File: src/rtl/mips_pkg.sv
// Shared definitions for the 5-stage MIPS core: hazard sequencer
// state encoding and next-PC select codes.
package mips_pkg;

    typedef enum logic [1:0] {
        ST_RUN      = 2'd0,
        ST_LU_STALL = 2'd1,
        ST_MEM_WAIT = 2'd2
    } state_e;

    localparam logic [1:0] PC_SEL_SEQ = 2'b00;
    localparam logic [1:0] PC_SEL_BR  = 2'b01;
    localparam logic [1:0] PC_SEL_JMP = 2'b10;

endpackage

File: src/rtl/hazard_ctrl_if.sv
// Pipeline <-> hazard sequencer bundle. Perf counter outputs exist
// only when HAZARD_PERF_CNT_EN is defined.
interface hazard_ctrl_if
`ifdef HAZARD_PERF_CNT_EN
    #(parameter int CNT_W = 32)
`endif
    ;
    logic [4:0] FD_rs;
    logic [4:0] FD_rt;
    logic       FD_uses_rt;
    logic       DX_MemRead;
    logic [4:0] DX_RD;
    logic       DX_jump;
    logic       XM_branch;
    logic       XM_MemRead;
    logic       XM_MemWrite;
    logic       dmem_ready;

    logic       pc_stall;
    logic       fd_stall;
    logic       dx_stall;
    logic       xm_stall;
    logic       fd_flush;
    logic       dx_bubble;
    logic       xm_flush;
    logic       mw_bubble;
    logic [1:0] pc_sel;
    logic       mem_err;
`ifdef HAZARD_PERF_CNT_EN
    logic [CNT_W-1:0] perf_lu;
    logic [CNT_W-1:0] perf_flush;
    logic [CNT_W-1:0] perf_memwait;
`endif

    modport master (
        output FD_rs, FD_rt, FD_uses_rt, DX_MemRead, DX_RD, DX_jump,
        output XM_branch, XM_MemRead, XM_MemWrite, dmem_ready,
        input  pc_stall, fd_stall, dx_stall, xm_stall,
        input  fd_flush, dx_bubble, xm_flush, mw_bubble,
        input  pc_sel, mem_err
`ifdef HAZARD_PERF_CNT_EN
        , input perf_lu, perf_flush, perf_memwait
`endif
    );

    modport slave (
        input  FD_rs, FD_rt, FD_uses_rt, DX_MemRead, DX_RD, DX_jump,
        input  XM_branch, XM_MemRead, XM_MemWrite, dmem_ready,
        output pc_stall, fd_stall, dx_stall, xm_stall,
        output fd_flush, dx_bubble, xm_flush, mw_bubble,
        output pc_sel, mem_err
`ifdef HAZARD_PERF_CNT_EN
        , output perf_lu, perf_flush, perf_memwait
`endif
    );

endinterface

File: src/rtl/hazard_perf_cnt.sv
// Saturating event counter for hazard statistics.
// Present only when HAZARD_PERF_CNT_EN is defined.
`ifdef HAZARD_PERF_CNT_EN
module hazard_perf_cnt #(
    parameter int W = 32
) (
    input  logic         clk,
    input  logic         rst,
    input  logic         inc,
    output logic [W-1:0] cnt
);

    always_ff @(posedge clk or posedge rst) begin
        if (rst)
            cnt <= '0;
        else if (inc && (cnt != {W{1'b1}}))
            cnt <= cnt + W'(1);
    end

endmodule
`endif

File: src/rtl/hazard_ctrl.sv
// Hazard sequencer: load-use interlock, branch/jump squash, dmem freeze.
// Optional HAZARD_PERF_CNT_EN adds saturating perf counters.
module hazard_ctrl
    import mips_pkg::*;
#(
    parameter int unsigned LU_STALL_CYCLES = 1,
    parameter int unsigned MEM_TIMEOUT     = 64
`ifdef HAZARD_PERF_CNT_EN
    , parameter int unsigned CNT_W         = 32
`endif
) (
    input  logic          clk,
    input  logic          rst,
    hazard_ctrl_if.slave  hz
);

    localparam logic [7:0] LU_LAST  = 8'(LU_STALL_CYCLES - 1);
    localparam logic [7:0] TMO      = 8'(MEM_TIMEOUT);
    localparam bit         LU_MULTI = (LU_STALL_CYCLES > 1);

    state_e     state_q, state_d;
    logic [7:0] cnt_q, cnt_d, cnt_inc;
    logic       err_q, err_d;
    logic       mem_busy, lu_haz;

    assign mem_busy = (hz.XM_MemRead | hz.XM_MemWrite) & ~hz.dmem_ready;
    assign lu_haz   = hz.DX_MemRead & (hz.DX_RD != 5'd0) &
                      ((hz.DX_RD == hz.FD_rs) |
                       (hz.FD_uses_rt & (hz.DX_RD == hz.FD_rt)));
    assign cnt_inc  = (cnt_q == 8'hFF) ? cnt_q : cnt_q + 8'd1;
    assign hz.mem_err = err_q;

    always_comb begin
        state_d      = ST_RUN;
        cnt_d        = 8'd0;
        err_d        = err_q;
        hz.pc_sel    = PC_SEL_SEQ;
        hz.pc_stall  = 1'b0;
        hz.fd_stall  = 1'b0;
        hz.dx_stall  = 1'b0;
        hz.xm_stall  = 1'b0;
        hz.fd_flush  = 1'b0;
        hz.dx_bubble = 1'b0;
        hz.xm_flush  = 1'b0;
        hz.mw_bubble = 1'b0;
        if (mem_busy) begin
            // Branch/jump stay parked in the frozen regs until release
            hz.pc_stall  = 1'b1;
            hz.fd_stall  = 1'b1;
            hz.dx_stall  = 1'b1;
            hz.xm_stall  = 1'b1;
            hz.mw_bubble = 1'b1;
            state_d      = ST_MEM_WAIT;
            cnt_d        = (state_q == ST_MEM_WAIT) ? cnt_inc : 8'd1;
            if (cnt_d >= TMO)
                err_d = 1'b1;
        end else if (hz.XM_branch) begin
            hz.pc_sel    = PC_SEL_BR;
            hz.fd_flush  = 1'b1;
            hz.dx_bubble = 1'b1;
            hz.xm_flush  = 1'b1;
        end else if (hz.DX_jump) begin
            hz.pc_sel    = PC_SEL_JMP;
            hz.fd_flush  = 1'b1;
            hz.dx_bubble = 1'b1;
        end else if ((state_q == ST_LU_STALL) || lu_haz) begin
            hz.pc_stall  = 1'b1;
            hz.fd_stall  = 1'b1;
            hz.dx_bubble = 1'b1;
            if (state_q == ST_LU_STALL) begin
                if (cnt_q < LU_LAST) begin
                    state_d = ST_LU_STALL;
                    cnt_d   = cnt_inc;
                end
            end else if (LU_MULTI) begin
                state_d = ST_LU_STALL;
                cnt_d   = 8'd1;
            end
        end
        if (rst) begin
            hz.pc_sel    = PC_SEL_SEQ;
            hz.pc_stall  = 1'b0;
            hz.fd_stall  = 1'b0;
            hz.dx_stall  = 1'b0;
            hz.xm_stall  = 1'b0;
            hz.fd_flush  = 1'b0;
            hz.dx_bubble = 1'b0;
            hz.xm_flush  = 1'b0;
            hz.mw_bubble = 1'b0;
        end
    end

    always_ff @(posedge clk or posedge rst) begin
        if (rst) begin
            state_q <= ST_RUN;
            cnt_q   <= 8'd0;
            err_q   <= 1'b0;
        end else begin
            state_q <= state_d;
            cnt_q   <= cnt_d;
            err_q   <= err_d;
        end
    end

`ifdef HAZARD_PERF_CNT_EN
    // A dx bubble without an IF/ID flush can only be a load-use bubble
    hazard_perf_cnt #(.W(CNT_W)) u_perf_lu (
        .clk (clk),
        .rst (rst),
        .inc (hz.dx_bubble & ~hz.fd_flush),
        .cnt (hz.perf_lu)
    );
    hazard_perf_cnt #(.W(CNT_W)) u_perf_flush (
        .clk (clk),
        .rst (rst),
        .inc (hz.fd_flush),
        .cnt (hz.perf_flush)
    );
    hazard_perf_cnt #(.W(CNT_W)) u_perf_memwait (
        .clk (clk),
        .rst (rst),
        .inc (mem_busy),
        .cnt (hz.perf_memwait)
    );
`endif

endmodule

File: src/flat_wrapper.sv
// flat-port wrapper written by rule: the top's interface ports become plain ports
module hazard_ctrl_flat import mips_pkg::*;
#(
    parameter int unsigned LU_STALL_CYCLES = 1,
    parameter int unsigned MEM_TIMEOUT     = 64

)
  (clk, rst, hz_FD_rs, hz_FD_rt, hz_FD_uses_rt, hz_DX_MemRead, hz_DX_RD, hz_DX_jump, hz_XM_branch, hz_XM_MemRead, hz_XM_MemWrite, hz_dmem_ready, hz_pc_stall, hz_fd_stall, hz_dx_stall, hz_xm_stall, hz_fd_flush, hz_dx_bubble, hz_xm_flush, hz_mw_bubble, hz_pc_sel, hz_mem_err);
  hazard_ctrl_if hz_i ();
  input  logic clk;
  input  logic rst;
  input wire logic [$bits(hz_i.FD_rs)-1:0] hz_FD_rs;
  input wire logic [$bits(hz_i.FD_rt)-1:0] hz_FD_rt;
  input wire logic [$bits(hz_i.FD_uses_rt)-1:0] hz_FD_uses_rt;
  input wire logic [$bits(hz_i.DX_MemRead)-1:0] hz_DX_MemRead;
  input wire logic [$bits(hz_i.DX_RD)-1:0] hz_DX_RD;
  input wire logic [$bits(hz_i.DX_jump)-1:0] hz_DX_jump;
  input wire logic [$bits(hz_i.XM_branch)-1:0] hz_XM_branch;
  input wire logic [$bits(hz_i.XM_MemRead)-1:0] hz_XM_MemRead;
  input wire logic [$bits(hz_i.XM_MemWrite)-1:0] hz_XM_MemWrite;
  input wire logic [$bits(hz_i.dmem_ready)-1:0] hz_dmem_ready;
  output wire logic [$bits(hz_i.pc_stall)-1:0] hz_pc_stall;
  output wire logic [$bits(hz_i.fd_stall)-1:0] hz_fd_stall;
  output wire logic [$bits(hz_i.dx_stall)-1:0] hz_dx_stall;
  output wire logic [$bits(hz_i.xm_stall)-1:0] hz_xm_stall;
  output wire logic [$bits(hz_i.fd_flush)-1:0] hz_fd_flush;
  output wire logic [$bits(hz_i.dx_bubble)-1:0] hz_dx_bubble;
  output wire logic [$bits(hz_i.xm_flush)-1:0] hz_xm_flush;
  output wire logic [$bits(hz_i.mw_bubble)-1:0] hz_mw_bubble;
  output wire logic [$bits(hz_i.pc_sel)-1:0] hz_pc_sel;
  output wire logic [$bits(hz_i.mem_err)-1:0] hz_mem_err;
  assign hz_i.FD_rs = hz_FD_rs;
  assign hz_i.FD_rt = hz_FD_rt;
  assign hz_i.FD_uses_rt = hz_FD_uses_rt;
  assign hz_i.DX_MemRead = hz_DX_MemRead;
  assign hz_i.DX_RD = hz_DX_RD;
  assign hz_i.DX_jump = hz_DX_jump;
  assign hz_i.XM_branch = hz_XM_branch;
  assign hz_i.XM_MemRead = hz_XM_MemRead;
  assign hz_i.XM_MemWrite = hz_XM_MemWrite;
  assign hz_i.dmem_ready = hz_dmem_ready;
  assign hz_pc_stall = hz_i.pc_stall;
  assign hz_fd_stall = hz_i.fd_stall;
  assign hz_dx_stall = hz_i.dx_stall;
  assign hz_xm_stall = hz_i.xm_stall;
  assign hz_fd_flush = hz_i.fd_flush;
  assign hz_dx_bubble = hz_i.dx_bubble;
  assign hz_xm_flush = hz_i.xm_flush;
  assign hz_mw_bubble = hz_i.mw_bubble;
  assign hz_pc_sel = hz_i.pc_sel;
  assign hz_mem_err = hz_i.mem_err;
  hazard_ctrl #(.LU_STALL_CYCLES(LU_STALL_CYCLES), .MEM_TIMEOUT(MEM_TIMEOUT)) u_core (.clk(clk), .rst(rst), .hz(hz_i));
endmodule
File: config.mk
export PLATFORM = sky130hd
export DESIGN_NAME = hazard_ctrl_flat
export DESIGN_NICKNAME = d
export VERILOG_FILES = /design/src/rtl/mips_pkg.sv /design/src/rtl/hazard_ctrl_if.sv /design/src/rtl/hazard_perf_cnt.sv /design/src/rtl/hazard_ctrl.sv /design/src/flat_wrapper.sv
export SDC_FILE = /design/constraint.sdc
export NUM_CORES = 1
export LEC_CHECK = 0
export ABC_AREA = 1
export CORE_MARGIN = 10
export CORE_UTILIZATION = 45
export CTS_CLUSTER_DIAMETER = 40
export DETAILED_ROUTE_END_ITERATION = 10
export HOLD_SLACK_MARGIN = 0.02
export PLACE_DENSITY = 0.91
export SYNTH_ARGS = -nofsm -noshare
export SYNTH_HDL_FRONTEND = slang
export SYNTH_SLANG_ARGS = --single-unit
File: constraint.sdc
create_clock -name clk -period 3.44 [get_ports clk]
set_input_delay 0.86 -clock clk [delete_from_list [all_inputs] [get_ports clk]]
set_output_delay 0.86 -clock clk [all_outputs]
set_load 0.005 [all_outputs]
==> results of run 1 <==
-- metrics by stage --
step	cells	area [sq um]	power, mW	hold slack [ns]	setup WS [ns]
2_1_floorplan	134	833	0.156	0.463	1.04
3_5_place_dp	189	1170	0.202	0.455	0.0289
6_report	193	1240	0.309	0.487	0.121
3_3_place_gp	189	1170	0.200	0.453	0.0760
5_1_grt	193	1240	0.328	0.507	0.0215
4_1_cts	193	1210	0.310	0.474	0.00738
-- path summary, 6_finish.rpt --
path | start | endpoint | cells past startpoint
worst max register to register | u_core.cnt_q[0] | u_core.cnt_q[0] | 8
max in group asynchronous | rst | u_core.cnt_q[1] | 2
worst min-delay path | u_core.hz.mem_err | u_core.hz.mem_err | 1
min in group asynchronous | rst | u_core.cnt_q[5] | 2
worst max-delay path | hz_XM_MemWrite | hz_fd_flush | 7
worst min register to register | u_core.hz.mem_err | u_core.hz.mem_err | 1
-- logic make-up (layout without fill, tap and decap cells) --
kind of cell / after synthesis / count (layout)
buf+inv: 35 / 69
fa+ha+maj: 1 / 1
xor+xnor: 3 / 3
flops: 10 / 10
compound gates: 7 / 7
simple gates: 78 / 78
-- power groups by stage --
stage          Combinational (mW)  Sequential [mW]  Clock (mW)
6_report                   0.0788            0.121       0.109
5_1_grt                    0.0871            0.122       0.119
4_1_cts                    0.0789            0.121       0.109
3_5_place_dp               0.0784            0.124           0
3_3_place_gp               0.0763            0.123           0
2_1_floorplan              0.0331            0.123           0
-- worst max-delay path, stage by stage --
cell,delay [ns]
clkdlybuf4s50_1,0.44
o21bai_4,0.22
inv_1,0.11
nor2_2,0.15
nand2_1,0.09
inv_1,0.07
clkdlybuf4s50_1,0.52
-- area by class of cell --
cell class,instances,area (sq um),area share (%)
clock buffer,4,36.3,2.94
timing repair buffer,34,355,28.7
sequential,10,250,20.2
inverter,31,116,9.41
multi-input combinational,89,447,36.1
tap,25,31.3,2.53
-- registers in the layout (all words and copies together), names as in the netlist --
signal,count
u_core.cnt_q,8
u_core.hz.mem_err,1
u_core.state_q,1
-- per-layer routing --
layer	vias to the layer above	global-route usage [%]
met2	26	18.8
met4	0	4.19
li1	467	-
met3	5	6.45
met5	-	0
met1	411	11.2
-- cell usage in the layout (no fill, tap or decap), drive strengths merged --
cell type / Yosys / layout
o21ai: 3 / 3
a31oi: 1 / 1
o21bai: 1 / 1
nand3b: 1 / 1
ha: 1 / 1
or2: 1 / 1
nand2: 44 / 44
nand4: 3 / 3
a21oi: 1 / 1
nor2: 18 / 18
a211oi: 1 / 1
dfrtp: 10 / 10
dlymetal6s2s: 0 / 6
inv: 31 / 31
xor2: 1 / 1
clkdlybuf4s50: 0 / 28
clkbuf: 0 / 4
xnor2: 2 / 2
nand3: 11 / 11
-- timing repair --
item | CTS | global route
endpoints found under the hold margin | 0 | 0
gates resized for setup | 0 | 8
hold buffers | 0 | 0
endpoints found under the setup margin | 0 | 5
setup buffers | 0 | 0
==> metrics, run 1 <==
fraction of layout cells with a size suffix above 1=under 10%; CTS tree=done; synthesized area=833 sq um; post-synthesis sequential area ratio=between 30% and 40%; CTS sink cnt=10; combinational share of power=25.5%; net switching power=80.8 uW; worst slew pin tran=0.389 ns; Final Max Tran Viols=0; post-synthesis xor/xnor area fraction=3.15%; Setup TNS Final=0 ns; Critical Path Sink Type=primary output; Mapped Nets=159; Internal Power=around 230 uW; final count of hold timing violations=0; post-synthesis adder-cell area fraction=under 10%; complex-gate fraction of the synthesized area=6.01%; final clock skew=0.00761 ns; fraction of registers with async set/reset=100%; crit path DAT=2.46 ns; DRT iter0 DRCs=15; num rows=15; Synth Instances=around 130; clock input transition at the sequential cells of the worst setup and hold paths=0.06 ns; final WL=around 2.3 mm; total global-route track usage=between 10% and 20%; Fmax achieved=301 MHz; post-synth top area cell=dfrtp_1; slew margin rel.=74.0%; IO buf count=34; Leak Pwr=0.735 nW; post-synthesis mux area share=0%; clk_lat worst skew=0.27 ns; max-capacitance violation count=0; Met2 Wirelength=1.16 mm; Clk network pwr share=a little over a third; min cycle time layout=3.32 ns; peak supply drop=0.182 mV; WS Path Type=input pin to primary output; crit start category=input pin; top post-synthesis cells by area=dfrtp_1 (30%), nand2_1 (20%), inv_1 (14%); Main synth FF type=dfrtp_1; DIE AREA=3970 sq um; Netlist cell types=23; largest net degree at the start of global routing=11; Die H=63.0 microns; DR WL/cell=11.7 microns; vias in the first global route=886; main combinational cell family by area after synthesis=simple AND/OR/NAND/NOR gates; H-tree level count=1; outcome=completed; Core Footprint=1750 sq um; drt first pass iters=4; simple-gate share of the synthesized area=41.7%; Final setup viols=0; r2r setup slk=2.06 ns; post-route ant nets=0; synth cell count leaders=nand2_1 (44), inv_1 (30), nor2_1 (16); M1 WL=865 microns; top-count cell post-synth=nand2_1; Die Width=between 60 and 70 microns; P per Cell Area=roughly 250 nW/um^2; area grow syn2layout=48.3%; first-pass GRT wire length=around 3.7 mm; Highest Signal Layer=met4; DR vias=about 910; Syn Area/Cell=6.22 sq um; initial core utilization=47.7%; switching share of power=26.1%; FILL cells=between 100 and 150; aggregate global routing overflow=0; CP required=2.58 ns; HPWL Detailed=1.89 mm; RSZ-0062 raised after global routing=false; Synth top area share=30.0%; worst hold path class=flip-flop to flip-flop; root buf cell=clkbuf_4; fin util=70.8%; Placer Congestion=0.841; CTS Buf Count=3; synthesized flop and latch total=10; antenna violations before repair=0; Syn. warnings=0; DR DRC count=0; ant diodes=0; Layout Nets=194; sequential share of power=about two fifths; Post-synth EDFFs=0; average vias per placed instance=4.71; CP max FO=5; DR WL met3=203 microns; Longest Clk Path Bufs=2; Top-Level Pins=35; final worst-path cycle share=between 90 and 100%
Note: power is estimated with default switching activity, not from simulation.
==> run 2: changes to the inputs <==
Settings changed: RECOVER_POWER from default to 25, SLEW_MARGIN from default to 20.
==> metrics, run 2 (synthesis results as in run 1) <==
outcome=completed; DRT iter0 DRCs=15 (unchanged); Critical Path Sink Type=primary output; WS Path Type=input pin to primary output; Top-Level Pins=35 (unchanged); worst hold path class=flip-flop to flip-flop; largest reg by FF count=u_core.cnt_q; area grow syn2layout=48.3% (unchanged); slew margin rel.=74.1% (about the same); RSZ-0062 raised after global routing=false; final clock skew=0.00761 ns (unchanged); Core Footprint=1750 sq um (unchanged); Die H=63.0 microns (unchanged); aggregate global routing overflow=0 (unchanged); Largest stage delay, worst path=0.52 ns (about the same); CP required=2.58 ns (about the same); Longest Clk Path Bufs=2 (unchanged); clock input transition at the sequential cells of the worst setup and hold paths=0.06 ns (about the same); Final Max Tran Viols=0 (unchanged); crit path max-delay cell type=clkdlybuf4s50_1; average vias per placed instance=4.71 (unchanged); DR DRC count=0 (unchanged); worst slew pin tran=0.389 ns (-0.000478 ns); final worst-path cycle share=96.5% (about the same); Placer Congestion=0.841 (unchanged); crit path DAT=2.46 ns (about the same); largest net degree at the start of global routing=11 (unchanged); placed instance count=189 (unchanged); H-tree level count=1 (unchanged); CP Cell Sequence=clkdlybuf4s50_1 -> o21bai_4 -> inv_1 -> nor2_2 -> nand2_1 -> inv_1 -> clkdlybuf4s50_1; IO buf count=34 (unchanged); crit path buf inv count=4 (unchanged); ant diodes=0 (unchanged); post-route ant nets=0 (unchanged); Setup TNS Final=0 ns (unchanged); num rows=15 (unchanged); DR vias=909 (unchanged); total global-route track usage=11.2% (unchanged); max-capacitance violation count=0 (unchanged); hold_buf cts=0 (unchanged); DIE AREA=3970 sq um (unchanged); Fmax achieved=301 MHz (about the same); CTS Buf Count=3 (unchanged); CTS sink cnt=10 (unchanged); drt first pass iters=4 (unchanged); commonest non-fill, non-tap cell in the layout=nand2_1; first-pass GRT wire length=3.70 mm (unchanged); peak supply drop=0.181 mV (-0.56%); min cycle time layout=3.32 ns (-0.000375 ns); initial core utilization=47.7% (unchanged); HPWL Detailed=1.89 mm (unchanged); post-route insts no fill=193 (unchanged); CTS tree=done; root buf cell=clkbuf_4; antenna violations before repair=0 (unchanged); Leak Pwr=0.735 nW (about the same); fraction of layout cells with a size suffix above 1=7.14% (unchanged); Die Width=63.0 microns (unchanged); # Post-CTS Setup Buffers=0 (unchanged); critical path's top delay family=buffers and inverters; Layout Nets=194 (unchanged); commonest non-fill, non-tap cells in the layout=nand2_1 (44), inv_1 (30), clkdlybuf4s50_1 (27), nor2_1 (15), dfrtp_1 (10); DR WL/cell=11.7 microns (unchanged); CP max FO=5 (unchanged); clk_lat worst skew=0.27 ns (about the same); vias in the first global route=886 (unchanged); final count of hold timing violations=0 (unchanged); P per Cell Area=250 nW/um^2 (about the same); crit start category=input pin; Final setup viols=0 (unchanged); max reg flops=8 (unchanged); final WL=2.26 mm (unchanged)
run 2: changes by cell type in the layout (fill, tap and decap cells not counted):
| cell | previous run | this run |
|---|---|---|
| clkdlybuf4s50_1 | 28 | 27 |
| dlygate4sd3_1 | 0 | 1 |
run 2: worst paths after layout:
| kind | startpoint | cells after the start | end | slack (ns) |
|---|---|---|---|---|
| max in group asynchronous | rst | 2 | u_core.cnt_q[1] | 2.05 |
| hold reg to reg | u_core.hz.mem_err | 1 | u_core.hz.mem_err | 0.49 |
| hold / removal | u_core.hz.mem_err | 1 | u_core.hz.mem_err | 0.49 |
| setup reg to reg | u_core.cnt_q[0] | 8 | u_core.cnt_q[0] | 2.06 |
| setup / recovery | hz_XM_MemWrite | 7 | hz_fd_flush | 0.12 |
| min in group asynchronous | rst | 2 | u_core.cnt_q[5] | 1.11 |
run 2: layout make-up:
class                   instances  area, sq um
well taps                      25         31.3
multi-input cells              89          447
clock buffers                   4         36.3
repair buffers                 34          355
inverters                      31          116
fillers                       140          509
flip-flops and latches         10          250
run 2: through the flow:
stage	setup WS, ns	area [sq um]	power, mW	hold slack (ns)	util [%]
3_3_place_gp	0.0760	1170	0.200	0.453	67.3
5_1_grt	0.0219	1240	0.327	0.507	70.8
2_1_floorplan	1.04	833	0.156	0.463	-
3_5_place_dp	0.0289	1170	0.202	0.455	67.3
4_1_cts	0.00738	1210	0.310	0.474	69.4
6_report	0.121	1240	0.309	0.487	70.8
run 2: timing repair:
item,in CTS,in global routing
resized for setup,0,8
endpoints found under the setup margin,0,5
hold endpoints to repair,0,0
run 2: worst reg2reg max path: stages, from the launching register on:
cell	delay (ns)
dfrtp_1	0.40
ha_1	0.24
nand3_2	0.12
nor2_4	0.13
nand3_4	0.12
nand2_1	0.09
nand3_1	0.08
nand2_1	0.07
inv_1	0.04
run 2: power breakdown:
| part | switching (mW) | internal (mW) |
|---|---|---|
| clock network | 0.0447 | 0.0644 |
| registers | 0.00180 | 0.120 |
| logic | 0.0343 | 0.0442 |
| total | 0.0808 | 0.228 |
run 2: layer usage:
layer	GRT usage, %	vias up	part of all wire (%)
li1	-	467	-
met1	11.2	411	38
met2	18.8	26	51
met3	6.45	5	9.0
met4	4.19	0	1.5
met5	0	-	0
==> run 3: changes to the inputs <==
Settings changed: CAP_MARGIN from default to 30, MAX_ROUTING_LAYER from default to met4.
==> metrics, run 3 (synthesis results as in run 1) <==
outcome=completed; net switching power=80.8 uW (about the same); final WL=2.26 mm (about the same); Final Max Tran Viols=0 (unchanged); M1 WL=909 microns (+5.1%); CP required=2.58 ns (about the same); worst hold path class=flip-flop to flip-flop; RSZ-0062 raised after global routing=false; vias in the first global route=886 (unchanged); Internal Power=228 uW (about the same); WS Path Type=input pin to primary output; clock input transition at the sequential cells of the worst setup and hold paths=0.06 ns (about the same); Met2 Wirelength=1.16 mm (-0.17%); Leak Pwr=0.735 nW (unchanged); HPWL Detailed=1.89 mm (unchanged); Die Width=63.0 microns (unchanged); fin util=70.8% (unchanged); Setup TNS Final=0 ns (unchanged); antenna violations before repair=0 (unchanged); sequential share of power=39.3% (about the same); Placer Congestion=0.854 (+1.5%); final clock skew=0.00761 ns (-0.000000200 ns); crit start category=input pin; Worst R2R End=u_core.cnt_q[0]; DR WL/cell=11.7 microns (about the same); Layout Nets=194 (unchanged); Clk network pwr share=35.3% (about the same); post-route ant nets=0 (unchanged); max reg flops=8 (unchanged); reg2reg path depth=8 (unchanged); Core Footprint=1750 sq um (unchanged); Highest Signal Layer=met4; total global-route track usage=11.5% (+0.30 points); area grow syn2layout=48.3% (unchanged); ant diodes=0 (unchanged); clk_lat worst skew=0.27 ns (about the same); min cycle time layout=3.32 ns (+0.00182 ns); Final setup viols=0 (unchanged); DR DRC count=0 (unchanged); DIE AREA=3970 sq um (unchanged); peak supply drop=0.181 mV (about the same); largest reg by FF count=u_core.cnt_q; hold_buf cts=0 (unchanged); CP max FO=5 (unchanged); Fmax achieved=301 MHz (about the same); # Post-CTS Setup Buffers=0 (unchanged); root buf cell=clkbuf_4; DRT iter0 DRCs=15 (unchanged); worst slew pin tran=0.389 ns (-0.00000572 ns); Critical Path Sink Type=primary output; hold path startpoint=u_core.hz.mem_err; post-cts resize count=0 (unchanged); switching share of power=26.2% (about the same); slew margin rel.=74.1% (about the same); FILL cells=140 (unchanged); DR WL met3=160 microns (-21%); num rows=15 (unchanged); CTS sink cnt=10 (unchanged); Longest Clk Path Bufs=2 (unchanged); fraction of layout cells with a size suffix above 1=7.14% (unchanged); aggregate global routing overflow=0 (unchanged); r2r setup slk=2.06 ns (about the same); H-tree level count=1 (unchanged); commonest non-fill, non-tap cell in the layout=nand2_1; reg2reg start=u_core.cnt_q[0]; max-capacitance violation count=0 (unchanged); crit path DAT=2.46 ns (about the same); largest net degree at the start of global routing=11 (unchanged); IO buf count=34 (unchanged); Critical Path End=hz_fd_flush; final count of hold timing violations=0 (unchanged); Die H=63.0 microns (unchanged); Largest stage delay, worst path=0.52 ns (about the same); Top-Level Pins=35 (unchanged); CP Cell Sequence=clkdlybuf4s50_1 -> o21bai_4 -> inv_1 -> nor2_2 -> nand2_1 -> inv_1 -> clkdlybuf4s50_1; drt first pass iters=4 (unchanged); Crit. Startpoint=hz_XM_MemWrite; combinational share of power=25.5% (about the same); DR vias=912 (+0.33%); crit path max-delay cell type=clkdlybuf4s50_1; CTS Buf Count=3 (unchanged); final worst-path cycle share=96.5% (about the same); CTS tree=done; average vias per placed instance=4.73 (+0.33%); first-pass GRT wire length=3.70 mm (unchanged); P per Cell Area=250 nW/um^2 (about the same); initial core utilization=47.7% (unchanged); commonest non-fill, non-tap cells in the layout=nand2_1 (44), inv_1 (30), clkdlybuf4s50_1 (27), nor2_1 (15), dfrtp_1 (10)
run 3: routing by layer:
layer	track usage [%]	vias to the layer above
met5	-	-
met4	4.19	0
met3	4.66	5
met2	18.8	26
met1	12.2	413
li1	-	468
run 3: how the worst min path moves through the flow:
| stage | to | slack, ns | cells past startpoint |
|---|---|---|---|
| 6_report | u_core.hz.mem_err | 0.49 | 1 |
| 5_1_grt | u_core.hz.mem_err | 0.51 | 1 |
| 4_1_cts | u_core.hz.mem_err | 0.47 | 1 |
| 3_5_place_dp | u_core.hz.mem_err | 0.45 | 1 |
| 3_3_place_gp | u_core.hz.mem_err | 0.45 | 1 |
| 2_1_floorplan | u_core.hz.mem_err | 0.46 | 1 |
run 3: area by class of cell:
class	instances	area (sq um)	area share, %
Clock buffer	4	36.3	2.94
Sequential cell	10	250	20.2
Tap cell	25	31.3	2.53
Timing Repair Buffer	34	355	28.7
Multi-Input combinational cell	89	447	36.1
Inverter	31	116	9.41
run 3: through the flow:
stage,power [mW],cell area [sq um],std cells,hold slack (ns),worst slack (ns)
after floorplan,0.156,833,134,0.463,1.04
after global placement,0.200,1170,189,0.453,0.0760
after detailed placement,0.202,1170,189,0.455,0.0289
after CTS,0.310,1210,193,0.474,0.00738
after global routing,0.327,1240,193,0.507,0.0258
final,0.309,1240,193,0.487,0.119
run 3: power groups by stage:
stage	registers [mW]	logic [mW]	clock network (mW)
floorplan	0.123	0.0331	0
global placement	0.123	0.0763	0
detailed placement	0.124	0.0784	0
CTS	0.121	0.0789	0.109
global route	0.122	0.0868	0.119
finish	0.121	0.0786	0.109
run 3: critical path: cells and delay by family:
kind / cells / cell delay (ns)
AND/OR/NAND/NOR: 2 / 0.24
buffers and inverters: 4 / 1.13
AO/OA/AOI/OAI: 1 / 0.22
